[src/rtl/rca_32.sv]
// rca_32: 32-bit unsigned ripple-carry adder with a registered result.
// The carry ripples bit-serially through eight chained 4-bit blocks of
// full-adder cells. No lookahead logic and no "+" operator in the core,
// so the structure stays comparable against other adder architectures.

// Rca32FullAdder: single-bit full-adder cell.
module Rca32FullAdder (
  input  logic i_a,
  input  logic i_b,
  input  logic i_ci,
  output logic o_s,
  output logic o_co
);

  assign o_s  = i_a ^ i_b ^ i_ci;
  assign o_co = (i_a & i_b) | (i_a & i_ci) | (i_b & i_ci);

endmodule

// Rca32Block4: four full-adder cells with the carry chained LSB to MSB.
module Rca32Block4 (
  input  logic [3:0] i_a,
  input  logic [3:0] i_b,
  input  logic       i_ci,
  output logic [3:0] o_s,
  output logic       o_co
);

  logic [4:0] w_carry;

  assign w_carry[0] = i_ci;
  assign o_co       = w_carry[4];

  for (genvar gBit = 0; gBit < 4; gBit++) begin : gCell
    Rca32FullAdder uCell (
      .i_a  (i_a[gBit]),
      .i_b  (i_b[gBit]),
      .i_ci (w_carry[gBit]),
      .o_s  (o_s[gBit]),
      .o_co (w_carry[gBit+1])
    );
  end

endmodule

// rca_32: eight ripple blocks chained, result captured in one register stage.
module rca_32 (
  input  logic        clk,
  input  logic        rst_n,
  input  logic [31:0] A,
  input  logic [31:0] B,
  input  logic        cin,
  output logic [31:0] S,
  output logic        cout
);

  logic [8:0]  w_blockCarry;
  logic [31:0] w_sum;
  logic [31:0] r_sum;
  logic        r_cout;

  assign w_blockCarry[0] = cin;

  for (genvar gBlk = 0; gBlk < 8; gBlk++) begin : gBlock
    Rca32Block4 uBlock (
      .i_a  (A[gBlk*4 +: 4]),
      .i_b  (B[gBlk*4 +: 4]),
      .i_ci (w_blockCarry[gBlk]),
      .o_s  (w_sum[gBlk*4 +: 4]),
      .o_co (w_blockCarry[gBlk+1])
    );
  end

  // Capture the rippled sum and final carry; reset clears both immediately.
  always_ff @(posedge clk or negedge rst_n) begin
    if (!rst_n) begin
      r_sum  <= 32'd0;
      r_cout <= 1'b0;
    end else begin
      r_sum  <= w_sum;
      r_cout <= w_blockCarry[8];
    end
  end

  assign S    = r_sum;
  assign cout = r_cout;

endmodule

[config.mk]
export PLATFORM = sky130hd
export DESIGN_NAME = rca_32
export DESIGN_NICKNAME = d
export VERILOG_FILES = /design/src/rtl/rca_32.sv
export SDC_FILE = /design/constraint.sdc
export NUM_CORES = 1
export LEC_CHECK = 0
export CAP_MARGIN = 20
export CELL_PAD_IN_SITES_DETAIL_PLACEMENT = 2
export CELL_PAD_IN_SITES_GLOBAL_PLACEMENT = 2
export CORE_ASPECT_RATIO = 1.2
export CORE_MARGIN = 4
export CORE_UTILIZATION = 41
export DETAILED_ROUTE_END_ITERATION = 16
export DONT_BUFFER_PORTS = 1
export PLACE_DENSITY_LB_ADDON = 0.15
export SLEW_MARGIN = 20
export SYNTH_ARGS = -nofsm -noshare
export SYNTH_HDL_FRONTEND = slang
export SYNTH_SLANG_ARGS = --single-unit
[constraint.sdc]
create_clock -name clk -period 1 [get_ports clk]
set_input_delay 0.1 -clock clk [delete_from_list [all_inputs] [get_ports clk]]
set_output_delay 0.1 -clock clk [all_outputs]
set_load 0.01 [all_outputs]
==> key figures, run 1 <==
Yosys
  • Syn avg cell area: 20.1 um2
  • Mapped Area: 0.00150 mm2
  • Yosys top cell area share: 54.9%
  • Distinct cells, synth: 3
  • Leading post-synthesis cells by cell area: dfrtp_1, fa_1, inv_1
  • Mapped Nets: 174
  • Sequential-to-total area share from yosys stat: 54.9%
  • #FFs+latches synth: 33
  • Synth warnings: 0
  • Gate Count Post-Synth: 75
  • Cell accounting for the most synthesized area: dfrtp_1

Critical path
  • CP required: 1.21 ns
  • Worst path max stage delay: 0.39 ns
  • Most frequent CP cell: fa_2
  • Largest delay contributor family on the critical path: adder cells
  • Slowest stage cell, crit path: fa_1
  • Startpoint Class: input port
  • Crit path depth: 36
  • Crit-path max FO: 1
  • Worst Path Class, Setup: input port to flip-flop
  • Crit path DAT: 11.34 ns
  • Crit. End Element: flip-flop
  • WP buf/inv: 4

Power
  • Peak supply drop: 0.000754 V
  • Static Leak: 0.704 nW
  • Pwr/cell area: 1770 mW/mm2
  • Pwr Total: 3.14 mW

GRT
  • Grt ovf: 0
  • Via count of the first global-routing pass: 868
  • First-pass GRT wire length: 4540 um
  • Initial antenna violation count: 0
  • Pin count of the biggest net entering global routing: 34
  • Total track usage: 13.6%

Min path
  • WHS Path Cells: 1
  • Hold WC Path Type: input port to flip-flop

Timing
  • Achievable Freq: 0.0899 GHz
  • Worst rel slew slack: 88.5%
  • Final Hold Viols: 0
  • Unrepaired setup endpoints after global routing: true
  • Final slew viol count: 0
  • Final WS setup: -10.13 ns
  • Setup violations, final: 31
  • Worst slew pin tran: 0.173 ns
  • Final setup TNS: -162.42 ns
  • Tcrit/Tclk final: 1110%
  • Crit path time final: 11.13 ns

Floorplanning
  • Row cnt: 23
  • Die Area: 0.00471 mm2
  • Initial Utilization: 43.9%
  • Num ports: 100
  • Area of the core: 0.00342 mm2
  • Die Ht: 74.3 um
  • Chip Width: 63.3 um

Clock tree
  • TritonCTS Buffers: 5
  • H-tree depth: 2
  • Root Buffer: clkbuf_8
  • Postcts setup bufs: 0
  • CTS max path bufs: 2
  • CTS tree: yes
  • Clock Sinks: 33
  • Clk pin slew, worst setup/hold paths: 0.06 ns

Drt
  • Per-cell routed wire length: 25.5 um
  • Post-DRT Antenna Nets: 0
  • Initial drt markers: 26
  • Drt drc: 0
  • TritonRoute pass-1 iters: 2
  • Detailed Route WL: 3060 um
  • Total number of vias: 633
  • Via density: 5.28

Run status
  • Status: complete, but fails checks
  • Failing checks: setup timing

Place
  • Post-Place Worst Slack: -10.42 ns
  • Routability cong.: 0.661
  • Port bufs: 0
  • Detailed Place HPWL: 2450 um

Finish
  • Share of cells above drive strength 1: 51.8%
  • Ant. Diodes: 0
  • Final-stage net count: 183
  • Layout Utilization: 51.8%
  • P&R area growth vs syn: 18.1%

Flow run
  • Max Cap Viol: 0
[report_power, final]
part | switching (mW) | internal, mW | total (mW)
registers | 0.261 | 1.60 | 1.86
logic | 0.184 | 0.203 | 0.387
clock network | 0.436 | 0.457 | 0.893
total | 0.882 | 2.26 | 3.14
[registers in the layout, indices dropped and copies added (netlist names)]
name,count
cout,1
S,32
[worst paths after layout]
kind                        from    end
min in group asynchronous  rst_n  S[24]
hold / removal             B[18]  S[18]
max in group asynchronous  rst_n   S[0]
setup / recovery            A[0]  S[31]
[cell usage after synthesis]
cell	count
dfrtp_1	33
fa_1	32
inv_1	10
[through the flow]
stage          hold WS (ns)  std cells  instance area (um2)
3_5_place_dp         -0.195        112                 1650
5_1_grt              0.0121        120                 1780
2_1_floorplan        -0.196         75                 1600
4_1_cts              0.0124        120                 1750
6_report             0.0256        120                 1780
3_3_place_gp         -0.195        112                 1650
[kinds of logic (layout without fill, tap and decap cells)]
kind of cell,Yosys count,in the layout,synth area share [%]
DFF,33,33,54.9
adders and majority gates,32,32,42.6
buffers and inverters,10,18,2.50
[layout make-up]
| class | count | area, um2 |
|---|---|---|
| Fill cell | 289 | 1650 |
| Clock inverter | 1 | 5.00 |
| Sequential cell | 33 | 826 |
| Clock buffer | 5 | 68.8 |
| Multi-Input combinational cell | 32 | 718 |
| Inverter | 10 | 81.3 |
| Tap cell | 37 | 46.3 |
| Timing Repair Buffer | 2 | 30.0 |
[routing by layer]
metal | global-route usage [%] | up-vias | share of wire, %
li1 | - | 230 | -
met1 | 15.0 | 332 | 34
met2 | 21.0 | 67 | 51
met3 | 9.06 | 4 | 14
met4 | 5.76 | 0 | 1.3
met5 | 0 | - | 0
[repair_timing]
action,4_1_cts,5_1_grt
cloned,0,0
endpoints found under the hold margin,33,0
hold buffers,2,0
setup endpoints to repair,31,31
resized for setup,0,6
pin swaps,1,0
[layout by cell type, fill, tap and decap left out, drive strengths merged]
| cell | Yosys | routed |
|---|---|---|
| fa | 32 | 32 |
| dlygate4sd3 | 0 | 1 |
| buf | 0 | 1 |
| dfrtp | 33 | 33 |
| clkbuf | 0 | 5 |
| clkinv | 0 | 3 |
| inv | 10 | 8 |
Power figures use the tool's default switching activity.
==> run 2, diff against run 1 <==
--- a/config.mk
+++ b/config.mk
@@ -9,10 +9,11 @@
 export CELL_PAD_IN_SITES_DETAIL_PLACEMENT = 2
 export CELL_PAD_IN_SITES_GLOBAL_PLACEMENT = 2
 export CORE_ASPECT_RATIO = 1.2
-export CORE_MARGIN = 4
+export CORE_MARGIN = 3
 export CORE_UTILIZATION = 41
 export DETAILED_ROUTE_END_ITERATION = 16
 export DONT_BUFFER_PORTS = 1
+export MAX_ROUTING_LAYER = met4
 export PLACE_DENSITY_LB_ADDON = 0.15
 export SLEW_MARGIN = 20
 export SYNTH_ARGS = -nofsm -noshare
==> run 2 against run 1 <==
Net effect: the run still ends with setup timing left; sequential cell count unchanged; cell count up 0.83%; sequential share of layout area down 0.26 points; total power up 2.3%; worst setup slack better by 0.062 ns; maximum frequency up 0.56%; combinational power down 3%; non-clock buffer count unchanged; cell area up 0.56%; critical path type unchanged; largest cell class unchanged.
==> key figures, run 2 (synthesis gave the netlist of run 1 again) <==
Clock tree
  • Clk pin slew, worst setup/hold paths: 0.06 ns (about the same)
  • Postcts setup bufs: 0 (unchanged)
  • CTS tree: yes
  • H-tree depth: 2 (unchanged)
  • Root Buffer: clkbuf_8
  • TritonCTS Buffers: 5 (unchanged)
  • CTS max path bufs: 2 (unchanged)
  • Clock Sinks: 33 (unchanged)

Timing
  • Final WS setup: -10.07 ns (+0.0622 ns)
  • Final slew viol count: 0 (unchanged)
  • Worst rel slew slack: 88.1% (-0.42 points)
  • Tcrit/Tclk final: 1110% (-6.2 points)
  • Crit path time final: 11.07 ns (-0.0622 ns)
  • Worst slew pin tran: 0.179 ns (+0.00636 ns)
  • Unrepaired setup endpoints after global routing: true
  • Achievable Freq: 0.0904 GHz (+0.56%)
  • Fin Hold WS: 0.0204 ns (-0.00513 ns)
  • Final Hold Viols: 0 (unchanged)
  • Setup violations, final: 31 (unchanged)

Power
  • Static Leak: 0.708 nW (+0.62%)
  • Clock group share of total power: 30.6% (+2.2 points)
  • Switching portion of total power: 27.1% (-0.99 points)
  • Logic pwr share: 11.7% (-0.6 points)
  • Power share of the sequential group: 57.8% (-1.5 points)
  • Pwr Total: 3.22 mW (+2.3%)
  • Pwr/cell area: 1800 mW/mm2 (+1.7%)
  • Internal power: 2.35 mW (+3.7%)
  • Peak supply drop: 0.000752 V (-0.22%)
  • P_sw: 0.870 mW (-1.3%)

Floorplanning
  • Die Area: 0.00443 mm2 (-5.8%)
  • Chip Width: 61.3 um (-3.2%)
  • Initial Utilization: 43.9% (unchanged)
  • Row cnt: 23 (unchanged)
  • Die Ht: 72.3 um (-2.7%)
  • Area of the core: 0.00342 mm2 (unchanged)
  • Num ports: 100 (unchanged)

Critical path
  • Slowest stage cell, crit path: fa_1
  • CP required: 1.22 ns (about the same)
  • Worst Path Class, Setup: input port to flip-flop
  • WP buf/inv: 4 (unchanged)
  • Most frequent CP cell: fa_2
  • Crit. End Element: flip-flop
  • Largest delay contributor family on the critical path: adder cells
  • Startpoint Class: input port
  • Worst path max stage delay: 0.40 ns (about the same)
  • Crit path DAT: 11.29 ns (-0.05 ns)
  • Crit-path max FO: 1 (unchanged)

Place
  • Dpl cells: 112 (unchanged)
  • Detailed Place HPWL: 2240 um (-8.5%)
  • Dpl cell area: 0.00165 mm2 (unchanged)
  • Port bufs: 0 (unchanged)
  • Routability cong.: 0.641 (-3.1%)

Flow run
  • Max Cap Viol: 0 (unchanged)

Finish
  • Commonest non-fill, non-tap cell in the layout: dfrtp_1
  • Post-Layout Cell Count: 121 (+0.83%)
  • Commonest non-fill, non-tap cells in the layout: dfrtp_1, fa_2, clkbuf_8, inv_1, inv_2
  • Post-Layout Inst Area: 0.00179 mm2 (+0.56%)
  • Share of cells above drive strength 1: 51.2% (-0.62 points)
  • Final-stage net count: 183 (unchanged)
  • Largest register FFs: 32 (unchanged)
  • P&R area growth vs syn: 18.7%
  • Ant. Diodes: 0 (unchanged)
  • Layout Utilization: 52.1% (+0.29 points)

GRT
  • Via count of the first global-routing pass: 834 (-3.9%)
  • GR Layer Usage met3: 6.41% (-2.7 points)
  • Met1 Usage GRT: 15.7% (+0.70 points)
  • Met2 Use GR: 21.2% (+0.19 points)
  • Initial antenna violation count: 0 (unchanged)
  • Total track usage: 14.0% (+0.42 points)
  • GRT busiest layer: met2
  • Grt ovf: 0 (unchanged)
  • First-pass GRT wire length: 4130 um (-9.1%)
  • Pin count of the biggest net entering global routing: 34 (unchanged)

Drt
  • Post-DRT Antenna Nets: 0 (unchanged)
  • Per-cell routed wire length: 22.3 um (-13%)
  • Total number of vias: 631 (-0.32%)
  • Via density: 5.21 (-1.1%)
  • Drt drc: 0 (unchanged)
  • TritonRoute pass-1 iters: 2 (unchanged)
  • Detailed Route WL: 2690 um (-12%)
  • Initial drt markers: 26 (unchanged)

Min path
  • Hold Crit Endpoint: S[19]
  • Hold_sp: B[19]
  • Hold WC Path Type: input port to flip-flop
  • WHS Path Cells: 1 (unchanged)

Run status
  • Failing checks: setup timing
  • Status: complete, but fails checks
## run 2: power groups by stage
stage	clock network, mW	registers (mW)	logic (mW)
3_3_place_gp	0	1.89	0.307
3_5_place_dp	0	1.89	0.354
4_1_cts	1.02	1.87	0.397
6_report	0.983	1.86	0.375
5_1_grt	1.11	1.90	0.473
2_1_floorplan	0	1.84	0.244
## run 2: worst max path at each step
stage / start / to / slack (ns) / cells past startpoint
2_1_floorplan: A[0] / S[31] / -10.10 / 36
3_3_place_gp: A[0] / S[31] / -10.31 / 36
3_5_place_dp: cin / S[31] / -10.41 / 36
4_1_cts: A[0] / S[31] / -10.12 / 36
5_1_grt: A[0] / S[31] / -10.32 / 36
6_report: A[0] / S[31] / -10.07 / 36
## run 2: final cells by class
class,instances,area [um2]
inverter,10,78.8
clock buffer,7,86.3
fill,291,1640
multi-input combinational,32,718
sequential,33,826
tap,37,46.3
timing repair buffer,2,30.0
## run 2: per-stage QoR
step	TNS (ns)	worst slack, ns
after floorplan	-165.91	-10.10
after global placement	-169.94	-10.31
after detailed placement	-171.67	-10.41
after CTS	-162.64	-10.12
after global routing	-165.37	-10.32
final	-161.54	-10.07
## run 2: routing by layer
metal	up-vias	wire length (um)
met2	67	1400
met5	-	0
met1	326	862
met4	0	48
li1	231	-
met3	7	383
## run 2: what timing repair did
item,in CTS,in global routing
pin swaps,0,1
hold buffers,2,0
endpoints found under the hold margin,33,0
resized for setup,1,4
endpoints found under the setup margin,31,31
